<file path="config.mk">
export PLATFORM = sky130hd
export DESIGN_NAME = bcd_to_binary_flat
export DESIGN_NICKNAME = d
export VERILOG_FILES = /design/src/rtl/bcd_to_binary_if.sv /design/src/rtl/bcd_to_binary.sv /design/src/flat_wrapper.sv
export SDC_FILE = /design/constraint.sdc
export NUM_CORES = 1
export LEC_CHECK = 0
export BUFFER_PORTS_ARGS = -buffer_cell sky130_fd_sc_hd__buf_2
export CAP_MARGIN = 20
export CORE_UTILIZATION = 57
export DETAILED_ROUTE_END_ITERATION = 6
export HOLD_SLACK_MARGIN = 0.12
export PLACE_DENSITY_LB_ADDON = 0.25
export SYNTH_ARGS = -nofsm -noshare
export SYNTH_HDL_FRONTEND = slang
export SYNTH_SLANG_ARGS = --single-unit
</file>
<file path="constraint.sdc">
create_clock -name clk -period 3.1 [get_ports clk]
set_input_delay 0.31 -clock clk [delete_from_list [all_inputs] [get_ports clk]]
set_output_delay 0.31 -clock clk [all_outputs]
set_load 0.005 [all_outputs]
</file>
<file path="src/rtl/bcd_to_binary_if.sv">
// Handshake and data bundle between a BCD operand source and the bcd_to_binary
// converter. The master drives start/digits; the slave (converter) returns the
// result, status and completion pulse.
interface bcd_to_binary_if #(
  parameter int unsigned Digits = 8,
  parameter int unsigned Width  = 27
);
  logic                  start;
  logic [4*Digits-1:0]   digits;
  logic [Width-1:0]      binary;
  logic                  busy;
  logic                  done;
  logic                  err;

  modport master (
    output start, digits,
    input  binary, busy, done, err
  );

  modport slave (
    input  start, digits,
    output binary, busy, done, err
  );
endinterface

</file>
<file path="src/rtl/bcd_to_binary.sv">
// Sequential packed-BCD to binary converter using reverse double-dabble:
// shift {bcd, acc} right by one per cycle, then subtract 3 from every BCD
// digit that is 8 or more. Digit layout and the 4'hF blank code match the
// display encoder so its output can be fed straight back in.
// Optional feature macro: BCD2BIN_BLANK_EN -- when defined, digit code 4'hF is
// read as 0 at capture instead of being flagged as an invalid digit.
module bcd_to_binary #(
  parameter int unsigned Digits = 8,
  parameter int unsigned Width  = 27
) (
  input logic             clk,
  input logic             rst,
  bcd_to_binary_if.slave  bus
);

  localparam int unsigned BcdW = 4 * Digits;
  localparam int unsigned CntW = $clog2(Width + 1);

  typedef enum logic [1:0] {StIdle, StShift, StDone} state_e;

  state_e            state_q, state_d;
  logic [BcdW-1:0]   bcd_q, bcd_d;
  logic [Width-1:0]  acc_q, acc_d;
  logic [CntW-1:0]   cnt_q, cnt_d;
  logic              err_flag_q, err_flag_d;
  logic [Width-1:0]  binary_q, binary_d;
  logic              err_q, err_d;
  logic              done_q, done_d;

  logic [BcdW-1:0]   cap_bcd;
  logic              cap_bad;
  logic [BcdW-1:0]   sh_bcd;
  logic [Width-1:0]  sh_acc;

  function automatic logic [3:0] fix_digit(input logic [3:0] d);
`ifdef BCD2BIN_BLANK_EN
    return (d == 4'hF) ? 4'h0 : d;
`else
    return d;
`endif
  endfunction

  // Operand as it would be captured now, plus whether any digit is illegal.
  always_comb begin
    cap_bcd = '0;
    cap_bad = 1'b0;
    for (int k = 0; k < Digits; k++) begin
      cap_bcd[4*k +: 4] = fix_digit(bus.digits[4*k +: 4]);
      if (cap_bcd[4*k +: 4] > 4'd9) cap_bad = 1'b1;
    end
  end

  // One reverse double-dabble step: right shift, then per-digit -3 correction.
  always_comb begin
    {sh_bcd, sh_acc} = {1'b0, bcd_q, acc_q[Width-1:1]};
    for (int k = 0; k < Digits; k++) begin
      if (sh_bcd[4*k +: 4] >= 4'd8) sh_bcd[4*k +: 4] = sh_bcd[4*k +: 4] - 4'd3;
    end
  end

  // Next-state and datapath control.
  always_comb begin
    state_d    = state_q;
    bcd_d      = bcd_q;
    acc_d      = acc_q;
    cnt_d      = cnt_q;
    err_flag_d = err_flag_q;
    binary_d   = binary_q;
    err_d      = err_q;
    done_d     = 1'b0;
    unique case (state_q)
      StIdle: begin
        if (bus.start) begin
          bcd_d      = cap_bcd;
          acc_d      = '0;
          cnt_d      = CntW'(Width);
          err_flag_d = cap_bad;
          // Illegal operands skip the shift loop entirely.
          state_d    = cap_bad ? StDone : StShift;
        end
      end
      StShift: begin
        bcd_d = sh_bcd;
        acc_d = sh_acc;
        cnt_d = cnt_q - CntW'(1);
        if (cnt_q == CntW'(1)) state_d = StDone;
      end
      StDone: begin
        binary_d = err_flag_q ? '0 : acc_q;
        err_d    = err_flag_q;
        done_d   = 1'b1;
        state_d  = StIdle;
      end
      default: state_d = StIdle;
    endcase
  end

  // State and output registers; reset aborts any conversion without a Done.
  always_ff @(posedge clk or posedge rst) begin
    if (rst) begin
      state_q    <= StIdle;
      bcd_q      <= '0;
      acc_q      <= '0;
      cnt_q      <= '0;
      err_flag_q <= 1'b0;
      binary_q   <= '0;
      err_q      <= 1'b0;
      done_q     <= 1'b0;
    end else begin
      state_q    <= state_d;
      bcd_q      <= bcd_d;
      acc_q      <= acc_d;
      cnt_q      <= cnt_d;
      err_flag_q <= err_flag_d;
      binary_q   <= binary_d;
      err_q      <= err_d;
      done_q     <= done_d;
    end
  end

  assign bus.binary = binary_q;
  assign bus.err    = err_q;
  assign bus.done   = done_q;
  assign bus.busy   = (state_q != StIdle);

endmodule

</file>
<file path="src/flat_wrapper.sv">
// flat-port wrapper written by rule: the top's interface ports become plain ports
module bcd_to_binary_flat 
#(
  parameter int unsigned Digits = 8,
  parameter int unsigned Width  = 27
)
  (clk, rst, bus_start, bus_digits, bus_binary, bus_busy, bus_done, bus_err);
  bcd_to_binary_if #(.Digits(Digits), .Width(Width)) bus_i ();
  input logic clk;
  input logic rst;
  input wire logic [$bits(bus_i.start)-1:0] bus_start;
  input wire logic [$bits(bus_i.digits)-1:0] bus_digits;
  output wire logic [$bits(bus_i.binary)-1:0] bus_binary;
  output wire logic [$bits(bus_i.busy)-1:0] bus_busy;
  output wire logic [$bits(bus_i.done)-1:0] bus_done;
  output wire logic [$bits(bus_i.err)-1:0] bus_err;
  assign bus_i.start = bus_start;
  assign bus_i.digits = bus_digits;
  assign bus_binary = bus_i.binary;
  assign bus_busy = bus_i.busy;
  assign bus_done = bus_i.done;
  assign bus_err = bus_i.err;
  bcd_to_binary #(.Digits(Digits), .Width(Width)) u_core (.clk(clk), .rst(rst), .bus(bus_i));
endmodule
</file>
==> results.toml, run 1 <==
[layout]
fin_util_pct = 66.6
fillers = 624
ff_latch_area_um2 = 2400
final_common_cell = "nand2_1"
drive_above_1_share_pct = 17.1
diodes = 0
final_nets = 586
fin_area_um2 = 5150
area_growth_pct = 13.0
final_cell_mix = "nand2_1 (114), dfrtp_1 (96), o21ai_0 (74)"
multiInputGateArea_um2 = 1920

[pwr]
peakVddDrop_mv = 0.355
cellPowerDensity_nw_per_um2 = 531
power.leakage_nw = 2.42

[sta]
fmax_mhz = 525
finalSetupViolCount = 0
hold_viol_final = 0
min_period_over_period_pct = 61.4
rsz0062_at_grt = "no"
tightest_slew_ps = 847
final.setup_skew_ps = 7.95
finalCriticalPeriod_ps = 1900
finalMaxSlewViolations = 0
tns_ps = 0
slew_headroom_pct = 43.5
whs_ps = 171

[logic_synthesis]
netlist_area_um2 = 4560
synthesis.nets = 534
synth_top_area_cell = "dfrtp_1"
yosys-top-cells-area = "dfrtp_1 (53%), nand2_1 (9.4%), o21ai_0 (8.1%), ha_1 (4.4%), nand2b_1 (4.1%)"
ys_types = 30
synth_cells = 483
synth_top_area_share_pct = 52.7
synth_seq_cells = 96
synth.avg_cell_area_um2 = 9.43
synth_warnings = 0
ys_seq_area_share_pct = 52.7

[hold_path]
min_from = "bus_digits[31]"
hold-path-cell-count = 3
worstHoldPathType = "primary input to flop"
hold-path-endpoint = "u_core.bcd_q[31]"

[cts]
clk_pin_slew_worst_paths_ps = 90
post-cts-setup-buffer-count = 0
clkLatencyLatePin_ps = 360
root_buffer = "clkbuf_8"
cts.sinks = 96
htreeDepth = 3
cts_buffers = 9
cts_tree = "built"
cts_buffer_depth = 2

[floorplanning]
coreArea_um2 = 7730
die-width_um = 91.4
rows = 32
start_util_pct = 59.0
ios = 65
die_y_um = 91.4
die_area_um2 = 8360

[setup_path]
critical_path_class = "flop to flop"
slowest_stage = "nand2b_2"
cp_cell_sequence = "nand2b_2 -> buf_4 -> nand2_1 -> o21ai_0"
cp.arrival_ps = 2180
crit_buf_inv = 1
required_ps = 3370
rr_startpoint = "u_core.state_q[1]"
cp-end-kind = "flop"
cp_top_family = "simple AND/OR/NAND/NOR gates"
rrSetupSlack_ps = 1200
worstRegToRegCells = 4
cpPeakStageDelay_ps = 610
r2r-end = "u_core.acc_q[15]"
critical_path.max_fanout = 33
critical_path.startpoint_type = "flop"

[flow_run]
max-cap-violations = 0

[place]
routabilityCongestion = 0.817
portBuffers = 64
dpl.hpwl_um = 5980
placed_cell_area_um2 = 4920

[detailed_routing]
num_vias = 3558
dr.pass1.iters = 5
drc = 0
drtIter0Drc = 198
ant_nets = 0
wl_per_cell_um = 14.4
wirelength_um = 9220
routed_via_density = 5.55

[global_routing]
gr-total-overflow = 0
antenna_found_initial = 0
grt_usage_pct = 24.0
grt_pass1_vias = 3474
grt_pass1_wl_um = 15800
grt_max_degree = 50

[status]
status = "completed"
## how the worst max path moves through the flow
stage | startpoint | end | depth (start not counted)
after global placement | u_core.state_q[1] | u_core.acc_q[9] | 4
final | u_core.state_q[1] | u_core.acc_q[15] | 4
after detailed placement | u_core.state_q[1] | u_core.acc_q[21] | 4
after CTS | u_core.state_q[1] | u_core.acc_q[15] | 4
after floorplan | rst | u_core.acc_q[0] | 1
after global routing | u_core.state_q[1] | u_core.acc_q[20] | 4
## cells in the mapped netlist
library cell,number
clkbuf_2,1
nand3_1,2
dfrtp_1,96
a21oi_1,8
xnor2_1,14
inv_1,19
ha_1,16
nand4_1,2
nand2b_1,30
o211a_1,7
a221o_1,7
clkbuf_1,8
nor2_1,13
o21ai_0,74
buf_6,3
nor4b_1,1
nor3b_4,1
o22ai_1,7
nand2_1,114
nor2_4,1
mux2_2,1
a211oi_1,1
a22oi_1,10
nor2b_1,8
buf_2,16
o21bai_1,1
buf_4,3
nor3_1,4
a31oi_1,14
mux2i_1,1
## worst reg2reg max path: stages (launching register included)
cell	delay, ps
dfrtp_1	510
nand2b_2	610
buf_4	410
nand2_1	110
o21ai_0	190
## metrics by stage
step	power [mW]	std cells	setup WS, ps
finish	2.74	641	1200
global route	2.88	641	1020
CTS	2.75	641	1190
detailed placement	1.86	625	1260
global placement	1.84	625	1330
floorplan	1.74	483	285
## layer usage
metal	track usage, %	part of all wire, %
met1	30.3	44
met2	40.3	49
met3	4.94	5.1
met4	9.66	2.1
met5	0	0
## timing repair
action | in CTS | in global routing
gates resized for setup | 0 | 0
hold endpoints to repair | 36 | 0
hold buffers | 1 | 0
## power breakdown
part / total, mW / internal (mW) / switching [mW]
Combinational: 0.387 / 0.180 / 0.207
Clock: 0.902 / 0.456 / 0.446
Sequential: 1.45 / 1.34 / 0.111
## layout make-up
| class | instances | area share (%) |
|---|---|---|
| Sequential cell | 96 | 46.7 |
| Multi-Input combinational cell | 337 | 37.3 |
| Timing Repair Buffer | 72 | 7.92 |
| Tap cell | 102 | 2.48 |
| Clock buffer | 9 | 2.41 |
| Clock inverter | 6 | 1.80 |
| Inverter | 19 | 1.41 |
## logic make-up after synthesis
family	share of synthesized area, %
AND/OR/NAND/NOR	17.5
AO/OA/AOI/OAI	16.9
flip-flops	52.7
buffers and inverters	5.33
adder cells (fa/ha/maj)	4.39
XOR/XNOR	2.69
multiplexers	0.467
## state kept, by name, summed over array words and instances (netlist names)
name / cells
u_core.acc_q: 27
u_core.bcd_q: 32
u_core.bus.binary: 27
u_core.bus.done: 1
u_core.bus.err: 1
u_core.cnt_q: 5
u_core.err_flag_q: 1
u_core.state_q: 2
(Power assumes the default switching activity.)
==> run 2: changes to the inputs <==
Settings changed: ABC_AREA set to 1.
Clock period 3.1 ns to 1.8 ns, I/O delays scaled along.
==> run 2 against run 1 <==
  * Synthesized area decreased by 3.8%
  * Final area increased by 2.6%
  * Clock skew increased by 6.3 ps
  * Clock power increased by 78%
  * First-iteration DRC count decreased by 8.6%
  * Worst setup slack got worse by 820 ps
  * Clock-buffer cell count increased by 2
  * Maximum frequency increased by 33%
  * Global-route usage increased by 1.3 points
  * Critical path depth increased by 2
  * Largest power group unchanged
  * Highest routed layer unchanged
==> results.toml, run 2 <==
[pwr]
power.leakage_nw = 2.55
power_frac_seq_pct = 51.1
cellPowerDensity_nw_per_um2 = 910
clkPwrFrac_pct = 33.4
p_int_mw = 3.45
peakVddDrop_mv = 0.530
swShare_pct = 28.3
p_sw_mw = 1.36
p_comb_share_pct = 15.5

[logic_synthesis]
synth_seq_cells = 96
ys_types = 26
netlist_area_um2 = 4380
synth_top_family_by_area = "compound AO/OA/AOI/OAI gates"
synth-simple-area-share_pct = 10.3
synth.avg_cell_area_um2 = 9.59
synthesis.nets = 508
synth.mux.area_fraction_pct = 0
synth_adder_area_share_pct = 4.57
synthArstFlopShare_pct = 100
synth_cells = 457
synth_ff_type = "dfrtp_1"
synth_compound_area_share_pct = 21.8
synth_edf_count = 0
synth_top_area_share_pct = 54.8
ys_seq_area_share_pct = 54.8
synth_common_cells = "dfrtp_1 (96), nand2_1 (73), inv_1 (63), o21ai_0 (46), o22ai_1 (34)"
yosys-top-cells-area = "dfrtp_1 (55%), nand2_1 (6.3%), inv_1 (5.4%), o21ai_0 (5.3%), o22ai_1 (4.9%)"
synth_warnings = 0
synth_top_area_cell = "dfrtp_1"
synth.most_common_cell = "dfrtp_1"
synthXorXnorAreaFrac_pct = 0

[sta]
tightest_slew_ps = 385
min_period_over_period_pct = 79.3
whs_ps = 140
final.setup_skew_ps = 14.2
finalMaxSlewViolations = 0
slew_headroom_pct = 74.3
finalSetupViolCount = 0
rsz0062_at_grt = "no"
tns_ps = 0
finalCriticalPeriod_ps = 1430
fmax_mhz = 701
hold_viol_final = 0

[cts]
clkLatencyLatePin_ps = 370
cts_resized = 0
htreeDepth = 3
root_buffer = "clkbuf_8"
cts.sinks = 96
cts_buffer_depth = 2
cts_tree = "built"
cts_buffers = 9
clk_pin_slew_worst_paths_ps = 100

[detailed_routing]
drtIter0Drc = 181
drc = 0
wl_per_cell_um = 14.2
dr.pass1.iters = 5
routed_via_density = 5.52
wirelength_um = 9200
ant_nets = 0
num_vias = 3582

[global_routing]
antenna_found_initial = 0
gr-total-overflow = 0
grt_pass1_wl_um = 15300
grt_max_degree = 53
grt_usage_pct = 25.3
grt_pass1_vias = 3355

[floorplanning]
die-width_um = 89.7
ios = 65
start_util_pct = 59.8
rows = 31
die_area_um2 = 8040
coreArea_um2 = 7330
die_y_um = 89.7

[place]
portBuffers = 64
dpl.hpwl_um = 6130
dp_cells = 613
routabilityCongestion = 0.850

[setup_path]
cp-end-kind = "flop"
required_ps = 2080
cp.arrival_ps = 1700
critical_path.max_fanout = 37
cp_cell_sequence = "inv_1 -> nand3_2 -> buf_4 -> nand2_2 -> buf_12 -> a2bb2oi_1"
cpPeakStageDelay_ps = 440
critical_path_class = "flop to flop"
slowest_stage = "dfrtp_1"
critical_path.startpoint_type = "flop"

[flow_run]
max-cap-violations = 0

[layout]
final_cells = 649
largest_reg_flops = 32
final_nets = 596
top_register = "u_core.bcd_q"
fillers = 560
multiInputGateArea_um2 = 1610
final_cell_mix = "dfrtp_1 (96), nand2_1 (72), buf_2 (64)"
diodes = 0
ff_latch_area_um2 = 2400
area_growth_pct = 20.6
final_common_cell = "dfrtp_1"
drive_above_1_share_pct = 21.8

[hold_path]
worstHoldPathType = "primary input to flop"

[status]
status = "completed"
## run 2: cell count changes after synthesis, moves of 8 or more
cell,before,now
a22oi_1,10,2
a2bb2oi_1,0,8
a31oi_1,14,6
inv_1,19,63
nand2_1,114,73
nand2b_1,30,0
nand3_1,2,16
nor2b_1,8,0
o211ai_1,0,22
o21ai_0,74,46
o21ai_2,0,19
o22ai_1,7,34
xnor2_1,14,0
## run 2: cell type report
type                    count  area share (%)
clock buffers              11            2.68
clock inverters             5            1.63
inverters                  66            4.76
multi-input cells         273            30.4
flip-flops and latches     96            45.5
well taps                  99            2.34
repair buffers             99            12.7
## run 2: worst max-delay path: cells and delay by family, from the launching register on
family          cells  cell delay (ps)
simple gates        2              190
buf+inv             3              510
compound gates      1              200
flops               1              440
## run 2: per-layer routing
| metal | vias up | share of wire [%] | GRT usage (%) |
|---|---|---|---|
| met5 | - | 0 | 0 |
| met4 | 0 | 2.1 | 11.0 |
| met2 | 143 | 48 | 41.2 |
| li1 | 1716 | - | - |
| met1 | 1708 | 44 | 33.4 |
| met3 | 15 | 5.5 | 4.39 |
## run 2: kinds of logic after synthesis
| kind of cell | Yosys count |
|---|---|
| flops | 96 |
| compound gates | 148 |
| buf+inv | 88 |
| simple gates | 109 |
| fa+ha+maj | 16 |
## run 2: stage by stage
stage / total power [mW] / setup slack [ps] / utilization, % / cell area [um^2]
after floorplan: 2.97 / 486 / - / 4390
after global placement: 3.16 / 440 / 66.3 / 4860
after detailed placement: 3.20 / 364 / 66.3 / 4860
after CTS: 4.82 / 359 / 72.1 / 5290
after global routing: 5.02 / 198 / 72.1 / 5290
final: 4.81 / 373 / 72.1 / 5290
## run 2: what timing repair did
action                                 CTS  global route
hold buffers                            20             0
endpoints found under the hold margin  115             0
buffers inserted                         0             0
## run 2: worst paths after layout
path / start / slack, ps / depth (start not counted) / end
max: u_core.state_q[0] / 370 / 6 / u_core.bcd_q[17]
min: bus_digits[5] / 140 / 3 / u_core.bcd_q[5]
max reg2reg: u_core.state_q[0] / 370 / 6 / u_core.bcd_q[17]
min reg2reg: u_core.err_flag_q / 480 / 2 / u_core.err_flag_q
max in group asynchronous: rst / 1090 / 4 / u_core.bcd_q[14]
min in group asynchronous: rst / 440 / 4 / u_core.acc_q[14]
## run 2: power by group through the flow
stage	Combinational (mW)	Sequential [mW]	Clock, mW
6_report	0.745	2.46	1.61
4_1_cts	0.747	2.45	1.62
5_1_grt	0.839	2.48	1.71
2_1_floorplan	0.510	2.46	0
3_3_place_gp	0.671	2.49	0
3_5_place_dp	0.711	2.49	0
==> run 3: changes to the inputs <==
Settings changed: CORE_UTILIZATION 57 to 51.
Clock period 1.8 ns to 1.3 ns, I/O delays scaled along.
==> run 3 against run 2 <==
  * Largest cell class unchanged
  * Via count is 1.9% higher
  * The flow now finishes with violations (setup timing)
  * Clock-buffer cell count is 2 lower
  * Sequential share of layout area is 2.3 points lower
  * Sequential power is 39% higher
  * Core utilization is 4.6 points lower
  * Critical path depth is 2 lower
  * Total power is 38% higher
  * Sequential cell count stayed put
  * Register-to-register slack worse by 350 ps
  * Combinational power is 57% higher
==> results.toml, run 3 (synthesis results as in run 2) <==
[layout]
diodes = 0
final_nets = 612
top_register = "u_core.bcd_q"
largest_reg_flops = 32
final_cell_mix = "dfrtp_1 (93), nand2_1 (71), buf_2 (63)"
final_common_cell = "dfrtp_1"
fin_area_um2 = 5580
area_growth_pct = 27.3
drive_above_1_share_pct = 24.2

[pwr]
peakVddDrop_mv = 0.563
power_frac_seq_pct = 51.6
cellPowerDensity_nw_per_um2 = 1190
p_sw_mw = 1.97
clkPwrFrac_pct = 30.7
power.leakage_nw = 2.66
p_comb_share_pct = 17.6
swShare_pct = 29.8
p_int_mw = 4.64

[setup_path]
critical_path_class = "flop to output port"
critical_path.startpoint_type = "flop"
endpoint = "bus_busy"
worstRegToRegCells = 7
cp-end-kind = "output port"
required_ps = 1170
rr_startpoint = "u_core.state_q[1]"
startpoint = "u_core.state_q[0]"
rrSetupSlack_ps = 20
r2r-end = "u_core.cnt_q[4]"
cp.arrival_ps = 1170
critical_path.max_fanout = 3

[cts]
cts_tree = "built"
htreeDepth = 3
cts.sinks = 96
clkLatencyLatePin_ps = 360
cts_buffer_depth = 2
clk_pin_slew_worst_paths_ps = 90
cts_buffers = 9
root_buffer = "clkbuf_8"

[hold_path]
worstHoldPathType = "primary input to flop"

[place]
dpl.hpwl_um = 6070
placed_cell_area_um2 = 4940
routabilityCongestion = 0.742
portBuffers = 64

[floorplanning]
rows = 33
ios = 65
die_area_um2 = 8970
coreArea_um2 = 8260
die_y_um = 94.7
die-width_um = 94.7
start_util_pct = 53.1

[sta]
worst_slack_ps = -2.40
hold_viol_final = 0
final.setup_skew_ps = 13.7
rsz0062_at_grt = "yes"
slew_headroom_pct = 66.6
min_period_over_period_pct = 100
finalCriticalPeriod_ps = 1300
finalSetupViolCount = 1
finalMaxSlewViolations = 0
fmax_mhz = 768
tightest_slew_ps = 501
tns_ps = -2.40

[detailed_routing]
drc = 0
routed_via_density = 5.44
dr.pass1.iters = 4
wirelength_um = 9840
ant_nets = 0
drtIter0Drc = 220
wl_per_cell_um = 14.7
num_vias = 3650

[flow_run]
max-cap-violations = 0

[global_routing]
gr-total-overflow = 0
antenna_found_initial = 0
grt_max_degree = 96
grt_pass1_wl_um = 16400
grt_usage_pct = 23.6
grt_pass1_vias = 3609

[status]
status = "complete, but fails checks"
violations = "setup timing"
-- run 3: changes by cell type in the layout (fill, tap and decap cells not counted), sizes merged --
cell         delta
inv             +2
clkbuf          -1
clkinvlp        +1
buf             +4
dlygate4sd3    +11
bufinv          -1
-- run 3: worst max-delay path, stage by stage (launching register included) --
cell and delay (ps):
dfrtp_2 460, inv_2 100, buf_6 110, nand2_4 40
buf_6 110
-- run 3: worst min path at each step --
| stage | startpoint | to | slack (ps) | cells past startpoint |
|---|---|---|---|---|
| after global placement | rst | u_core.bcd_q[26] | 10 | 2 |
| final | bus_digits[19] | u_core.bcd_q[19] | 130 | 3 |
| after detailed placement | rst | u_core.bcd_q[26] | 10 | 2 |
| after floorplan | bus_digits[31] | u_core.bcd_q[31] | 250 | 2 |
| after global routing | bus_digits[13] | u_core.bcd_q[13] | 140 | 3 |
| after CTS | bus_digits[19] | u_core.bcd_q[19] | 120 | 3 |
-- run 3: power by group through the flow --
stage	clock network, mW	registers [mW]	logic (mW)
detailed placement	0	3.46	1.02
global placement	0	3.44	0.982
floorplan	0	3.41	0.706
global route	2.23	3.45	1.33
CTS	2.08	3.40	1.10
finish	2.03	3.42	1.17
-- run 3: cell type report --
type | count | area, um^2
Sequential cell | 96 | 2410
Clock inverter | 7 | 83.8
Timing Repair Buffer | 115 | 923
Fill cell | 664 | 2680
Inverter | 66 | 255
Multi-Input combinational cell | 273 | 1650
Tap cell | 105 | 131
Clock buffer | 9 | 124
-- run 3: routing by layer --
layer | up-vias | GRT usage (%) | share of wire (%)
met5 | - | 0 | 0
met2 | 99 | 38.5 | 49
li1 | 1758 | - | -
met1 | 1773 | 31.0 | 45
met3 | 20 | 4.19 | 3.8
met4 | 0 | 9.60 | 2.2
-- run 3: per-stage QoR --
stage	utilization, %	instances	worst slack, ps	total power, mW	hold WS, ps
after floorplan	-	457	10.7	4.11	247
after global placement	59.8	621	42.0	4.42	9.98
after detailed placement	59.8	621	-25.2	4.48	11.5
after CTS	66.2	668	-7.05	6.58	121
after global routing	67.5	671	-74.5	7.00	140
final	67.5	671	-2.40	6.62	134
-- run 3: timing repair --
| item | 4_1_cts | 5_1_grt |
|---|---|---|
| cloned | 0 | 1 |
| resized for setup | 6 | 28 |
| setup buffers | 0 | 2 |
| endpoints found under the setup margin | 4 | 74 |
| hold buffers | 31 | 0 |
| pin swaps | 0 | 4 |
| hold endpoints to repair | 126 | 0 |
